`config.mk`:
```
export PLATFORM = sky130hd
export DESIGN_NAME = fpga_button_conditioner
export DESIGN_NICKNAME = d
export VERILOG_FILES = /design/src/rtl/fpga_button_conditioner.sv
export SDC_FILE = /design/constraint.sdc
export NUM_CORES = 1
export LEC_CHECK = 0
export CAP_MARGIN = 20
export CELL_PAD_IN_SITES_DETAIL_PLACEMENT = 1
export CELL_PAD_IN_SITES_GLOBAL_PLACEMENT = 1
export CORE_ASPECT_RATIO = 1.4
export CORE_MARGIN = 5
export CORE_UTILIZATION = 43
export CTS_BUF_LIST = sky130_fd_sc_hd__clkbuf_8
export DETAILED_ROUTE_END_ITERATION = 8
export PLACE_DENSITY = 0.84
export SKIP_LAST_GASP = 1
export SYNTH_ARGS = -nofsm -noshare
export SYNTH_HDL_FRONTEND = slang
export SYNTH_SLANG_ARGS = --single-unit
export TNS_END_PERCENT = 10
```
`constraint.sdc`:
```
create_clock -name FPGA_GlobalClock -period 2 [get_ports FPGA_GlobalClock]
set_input_delay 0.3 -clock FPGA_GlobalClock [delete_from_list [all_inputs] [get_ports FPGA_GlobalClock]]
set_output_delay 0.3 -clock FPGA_GlobalClock [all_outputs]
set_load 0.02 [all_outputs]
```
`src/rtl/fpga_button_conditioner.sv`:
```
// rtl/fpga_button_conditioner.sv - synchronise, debounce and edge-detect raw push-button pins
module fpga_button_conditioner #(
    parameter int NrOfButtons   = 2,
    parameter int SyncStages    = 2,
    parameter int TickReload    = 50000,
    parameter int DebounceTicks = 20,
    parameter int CntBits       = 5
) (
    input  logic                   FPGA_GlobalClock,
    input  logic                   RST,
    input  logic [NrOfButtons-1:0] BTN_RAW,
    output logic [NrOfButtons-1:0] BTN_LEVEL,
    output logic [NrOfButtons-1:0] BTN_PRESS,
    output logic [NrOfButtons-1:0] BTN_RELEASE,
    output logic                   SAMPLE_TICK
);

    localparam int PW = (TickReload > 1) ? $clog2(TickReload) : 1;
    localparam logic [PW-1:0]      PRESC_RELOAD = PW'(TickReload - 1);
    localparam logic [CntBits-1:0] CNT_LAST     = CntBits'(DebounceTicks - 1);

    typedef enum logic [1:0] {
        STABLE_LO,
        CHECK_HI,
        STABLE_HI,
        CHECK_LO
    } state_t;

    logic [NrOfButtons-1:0] sync_q [SyncStages];
    logic [NrOfButtons-1:0] s_sync;
    logic [PW-1:0]          presc;
    logic                   tick;

    always_ff @(posedge FPGA_GlobalClock) begin
        if (!RST) begin
            for (int i = 0; i < SyncStages; i++) begin
                sync_q[i] <= '0;
            end
        end else begin
            sync_q[0] <= BTN_RAW;
            for (int i = 1; i < SyncStages; i++) begin
                sync_q[i] <= sync_q[i-1];
            end
        end
    end

    assign s_sync = sync_q[SyncStages-1];

    always_ff @(posedge FPGA_GlobalClock) begin
        if (!RST || presc == '0) begin
            presc <= PRESC_RELOAD;
        end else begin
            presc <= presc - PW'(1);
        end
    end

    assign tick        = (presc == '0);
    assign SAMPLE_TICK = tick;

    for (genvar ch = 0; ch < NrOfButtons; ch++) begin : g_ch
        state_t             state;
        logic [CntBits-1:0] cnt;
        logic               level_q;
        logic               press_q;
        logic               release_q;

        // Pulses are cleared every cycle and only set on the accepting tick, so they last one cycle.
        always_ff @(posedge FPGA_GlobalClock) begin
            if (!RST) begin
                state     <= STABLE_LO;
                cnt       <= '0;
                level_q   <= 1'b0;
                press_q   <= 1'b0;
                release_q <= 1'b0;
            end else begin
                press_q   <= 1'b0;
                release_q <= 1'b0;
                if (tick) begin
                    case (state)
                        STABLE_LO: begin
                            if (s_sync[ch]) begin
                                if (DebounceTicks == 1) begin
                                    state   <= STABLE_HI;
                                    cnt     <= '0;
                                    level_q <= 1'b1;
                                    press_q <= 1'b1;
                                end else begin
                                    state <= CHECK_HI;
                                    cnt   <= CntBits'(1);
                                end
                            end else begin
                                cnt <= '0;
                            end
                        end
                        CHECK_HI: begin
                            if (!s_sync[ch]) begin
                                state <= STABLE_LO;
                                cnt   <= '0;
                            end else if (cnt == CNT_LAST) begin
                                state   <= STABLE_HI;
                                cnt     <= '0;
                                level_q <= 1'b1;
                                press_q <= 1'b1;
                            end else begin
                                cnt <= cnt + CntBits'(1);
                            end
                        end
                        STABLE_HI: begin
                            if (!s_sync[ch]) begin
                                if (DebounceTicks == 1) begin
                                    state     <= STABLE_LO;
                                    cnt       <= '0;
                                    level_q   <= 1'b0;
                                    release_q <= 1'b1;
                                end else begin
                                    state <= CHECK_LO;
                                    cnt   <= CntBits'(1);
                                end
                            end else begin
                                cnt <= '0;
                            end
                        end
                        CHECK_LO: begin
                            if (s_sync[ch]) begin
                                state <= STABLE_HI;
                                cnt   <= '0;
                            end else if (cnt == CNT_LAST) begin
                                state     <= STABLE_LO;
                                cnt       <= '0;
                                level_q   <= 1'b0;
                                release_q <= 1'b1;
                            end else begin
                                cnt <= cnt + CntBits'(1);
                            end
                        end
                    endcase
                end
            end
        end

        assign BTN_LEVEL[ch]   = level_q;
        assign BTN_PRESS[ch]   = press_q;
        assign BTN_RELEASE[ch] = release_q;
    end

endmodule

```
[Word level (Yosys, flattened, before mapping)]
Memories as Yosys holds them, arrays and structs flattened.
Index checks and enable logic that the tools add are counted.
Word-level totals
  register bits after elaboration: 36
  memory bits (writable): 4
  input bits: 4
  word-level logic and storage cells: 102
  memories kept: 1
Operators by class
  add/subtract/negate cells: 3
  equal/unequal tests: 24
  mux-type cells: 42
  bitwise logic cells: 6
  reduce and logical (&&, ||, !) cells: 15
Memory list
  sync_q: words 2, width 2, read ports 2, clocked after memory_dff 0, write ports 2, RTL line 29  | logic [NrOfButtons-1:0] sync_q [SyncStages];
Operators by type and width (count)
  $pmux 5 s4: 2
  $mux 5: 6
  $mux 2: 14
  $ne 2x2->1 const B: 12
  $logic_not 16->1: 1
  $mux 1: 16
  $pmux 2 s4: 2
  $sub 16x1->16 const B: 1
  $ne 3x3->1 const B: 4
  $reduce_and 6->1: 2
  $add 5x1->5 const B: 2
  $eq 5x5->1 const B: 2
  $reduce_and 5->1: 2
  $eq 2x2->1 const B: 4
  $reduce_and 4->1: 2
  $reduce_or 4->1: 2
  $eq 2x1->1 const B: 2
  $logic_not 2->1: 2
  $not 1->1: 4
  $pmux 1 s2: 2
  $reduce_bool 2->1: 2
  $or 1x1->1: 2
  $logic_not 1->1: 1
  $logic_or 1x1->1: 1

[Depth between registers and ports, before layout]
  depth in word-level cells: 4
  gate-level depth with buffers: 7

[Worst setup path after synthesis]
OpenSTA, ideal clock, no wires.
  path type: register to register
  start: register presc[9]
  end: register g_ch[0].cnt[4]
  library setup time: 127 ps
  arrival time: 1780 ps
  slack: 93 ps
  cell stages (with the launch flop): 7
  path buffers: 2
  clock period less this slack: 1907 ps
  path through: dfxtp_1 -> or4_4 -> or4_4 -> buf_6 -> buf_6 -> a211oi_2 -> o22ai_1
On the way
  cells in the longest elaborated chain, start to end: 1
Ends and longest elaborated chain
  start: declaration: RTL line 31  | logic [PW-1:0] presc;
  start signal: assignment: RTL line 53  | presc <= presc - PW'(1);
  $logic_not 16->1: RTL line 57  | assign tick = (presc == '0);
  end signal: assignment: RTL line 89  | cnt <= CntBits'(1);
  end signal: assignment: RTL line 105  | cnt <= cnt + CntBits'(1);
  end signal: assignment: RTL line 117  | cnt <= CntBits'(1);
  end: declaration: RTL line 62  | logic [CntBits-1:0] cnt;
Every way passes these cells.
A chain may end at the register's enable or synchronous reset.

[Final worst setup path]
  start: register presc[11]
  end: register presc[13]
On the way
  cells in the longest elaborated chain, start to end: 2
  elaborated cells between the ends (all ways): 3
  classes of those cells: 1 x add/sub; 2 x reduce/logical
Ends and longest elaborated chain
  branches (longest 2 deep; another with $sub 16x1->16)
Parallel ways; which one is timed is not known.

==> summary.txt <==
Status
  • Status: finished, violations left
  • Failing checks: negative setup slack

Clock network
  • Worst-skew pair later-pin latency: around 0.30 ns
  • Hold-fix buffer count after cts: 0
  • Clk slew on worst S/H paths: ~0.08 ns
  • CTS max path bufs: 2
  • H-tree levels: 2
  • CTS Buf Count: 5
  • CTS tree: done
  • CTS Sinks: 40
  • Root Driver: clkbuf_8

Drt
  • First-pass DRT Iterations: 6
  • Metal-1 WL: approximately 2300 µm
  • WL final: 6210 µm
  • Drt drc: 0
  • Vias per inst: 5.91
  • Final ANT Viol Nets: 0
  • Highest routed layer: met4
  • Met2 routed WL: 3430 µm
  • Vias: roughly 1.8k
  • Iter 0 DRT Violations: 116
  • Drt wl/cell: just over 20 µm
  • Met3 WL: 172 µm

Final layout
  • Nets: 253
  • Finished Cell Area: approximately 2500 µm²
  • Register area: 802 µm²
  • # diodes: 0
  • Fillers: between 400 and 500
  • Layout cells sized above 1: 29.6%
  • Multi-input gate area: 1030 µm²
  • Area delta synth->final: 32.4%

Synth
  • Post-synth design cell area: between 1500 and 2000 µm²
  • Synth unique cells: 45
  • Syn_nets: 209
  • Top-count cell post-synth: dfxtp_1
  • Post-synth top flop: dfxtp_1
  • Syn avg cell area: ~9 µm²
  • Sequential share of the synthesized area: 42.8%
  • Post-synth EDFFs: 0
  • Synth Warn #: 0
  • Post-synth top area share: around 43%
  • Largest area contributor in the netlist: dfxtp_1
  • Synth Instances: 202
  • Async S/R FF share, synth: 0%
  • Yosys reg bits: 40
  • Synth cell count leaders: 40 x dfxtp_1, 18 x nand2_1, 12 x a21oi_1
  • Synth area leaders: dfxtp_1 43%, nand2_1 3.6%, a21oi_1 3.2%, xnor2_1 2.8%, nand3_1 2.4%

Floorplanning
  • Core area: 4240 µm²
  • Row Count: 28
  • Vert. Die Dim: approximately 88 µm
  • Die area: 5790 µm²
  • Total I/O pin count: 11
  • Die width: about 66 µm
  • Initial Util: 44.2%

Timing
  • Clock skew: between 0.01 and 0.015 ns
  • Final period util: 112%
  • RSZ-0062 raised after global routing: true
  • Worst-Margin Slew: 0.633 ns
  • Pins over their slew limit: 0
  • Final setup margin: -0.233 ns
  • Hold WS: 0.452 ns
  • # setup viols final: 24
  • Max frequency: 0.448 GHz
  • Post-Route Setup TNS: -3.93 ns
  • Slew headroom: 57.8%
  • Fin crit period: around 2.2 ns
  • Final Hold Fails: 0

Min path
  • Hold Path Class: register to register

Place
  • Final GP Congestion: 0.796
  • DP Worst Slack: -0.243 ns
  • Area after DPL: 2200 µm²
  • HPWL Detailed: about 3600 µm
  • Buffers added on ports: 10

Worst setup path
  • CP required: 2.18 ns
  • CP Capture Type: register
  • Cell mode on critical path: buf_6
  • Startpoint Class: register
  • CP max-delay cell: or4_4
  • WS Path Type: register to register
  • Cells along the critical path: or4_4, buf_6, or4_4, buf_6, o21ai_4, buf_6, a21oi_1
  • Peak fanout along the critical path: 7
  • Arr. time, crit path: 2.41 ns
  • CP peak stage delay: 0.60 ns

Pwr
  • Total Power: 0.00161 W
  • Leak: 0.857 nW
  • PD cells: 649 nW/µm²
  • Worst vdd ir: around 0.39 mV

Global routing
  • Vias in the first global route: about 2.0k
  • First-pass GRT wire length: 9490 µm
  • Pin count of the biggest net entering global routing: 19
  • GRT Residual Overflow: 0
  • Overall routing resource usage: between 20% and 30%
  • Initial antenna violation count: 0

Job
  • Max Cap Viol: 0
==> cells in the final DEF (no fill, tap or decap), types with 3 or more instances in the layout <==
cell type / netlist / routed
nor2_1: 6 / 5
nand3_1: 9 / 9
or3_1: 3 / 3
buf_4: 6 / 37
nor4b_1: 4 / 4
or4_1: 4 / 4
o21ai_2: 1 / 6
nor2b_1: 6 / 6
o211ai_1: 3 / 3
a21oi_1: 12 / 12
nor3_1: 5 / 4
and2_1: 6 / 6
clkbuf_8: 0 / 7
buf_6: 2 / 5
o41ai_1: 3 / 3
xnor2_1: 6 / 6
nor4_1: 3 / 3
clkdlybuf4s50_1: 0 / 9
inv_1: 6 / 6
dfxtp_1: 40 / 39
nand2_1: 18 / 17
xor2_1: 5 / 5
nand4_1: 6 / 6
==> metrics by stage <==
| step | util [%] | instances |
|---|---|---|
| after floorplan | - | 202 |
| after global placement | 52.0 | 291 |
| after detailed placement | 52.0 | 291 |
| after CTS | 55.5 | 300 |
| after global routing | 58.5 | 307 |
| final | 58.5 | 307 |
==> area by class of cell <==
type / instances / share of cell area, %
multi-input combinational: 141 / 41.4
sequential: 40 / 32.3
timing repair buffer: 51 / 17.1
clock buffer: 7 / 3.88
tap: 60 / 3.03
clock inverter: 1 / 1.21
inverter: 7 / 1.06
==> kinds of logic (layout without fill, tap and decap cells) <==
| kind of cell | count (synthesis) | count (layout) | synth area share, % |
|---|---|---|---|
| and+or+nand+nor | 83 | 83 | 27.0 |
| AOI/OAI and AO/OA | 44 | 44 | 16.8 |
| DFF | 40 | 40 | 42.8 |
| buffers and inverters | 21 | 66 | 6.35 |
| xor gates and xnor gates | 11 | 11 | 5.14 |
| adders and majority gates | 3 | 3 | 2.00 |
==> per-layer routing <==
layer,track usage (%),up-vias
li1,-,833
met3,4.36,26
met5,0,-
met1,20.8,907
met4,13.8,0
met2,40.9,47
==> worst paths after layout <==
kind                      from      endpoint  slack [ns]  depth (start not counted)
hold reg to reg   sync_q[0][0]  sync_q[0][2]        0.45                          1
hold / removal    sync_q[0][0]  sync_q[0][2]        0.45                          1
setup reg to reg     presc[11]     presc[13]       -0.23                          7
setup / recovery     presc[11]     presc[13]       -0.23                          7
==> power breakdown <==
group	switching (W)	internal (W)
Sequential	0.00000474	0.000804
Combinational	0.0000386	0.0000321
Clock	0.000290	0.000440
Total	0.000333	0.00128
==> sequential cells by signal, summed over array words and instances, names as in the netlist, named ones only <==
name,flops
presc,16
g_ch.cnt,10
sync_q,4
g_ch.level_q,2
g_ch.press_q,2
g_ch.release_q,2
g_ch.state,2
==> repair_timing <==
item                       CTS  global route
setup endpoints to repair   20            33
gates resized for setup      8            22
pin swaps                    1             6
setup buffers                1             7
==> critical path: cells and delay by family (launching register included) <==
kind / cells / cell delay, ns
and+or+nand+nor: 2 / 1.14
buffers and inverters: 3 / 0.47
DFF: 1 / 0.33
AOI/OAI and AO/OA: 2 / 0.18
Power figures use the tool's default switching activity.
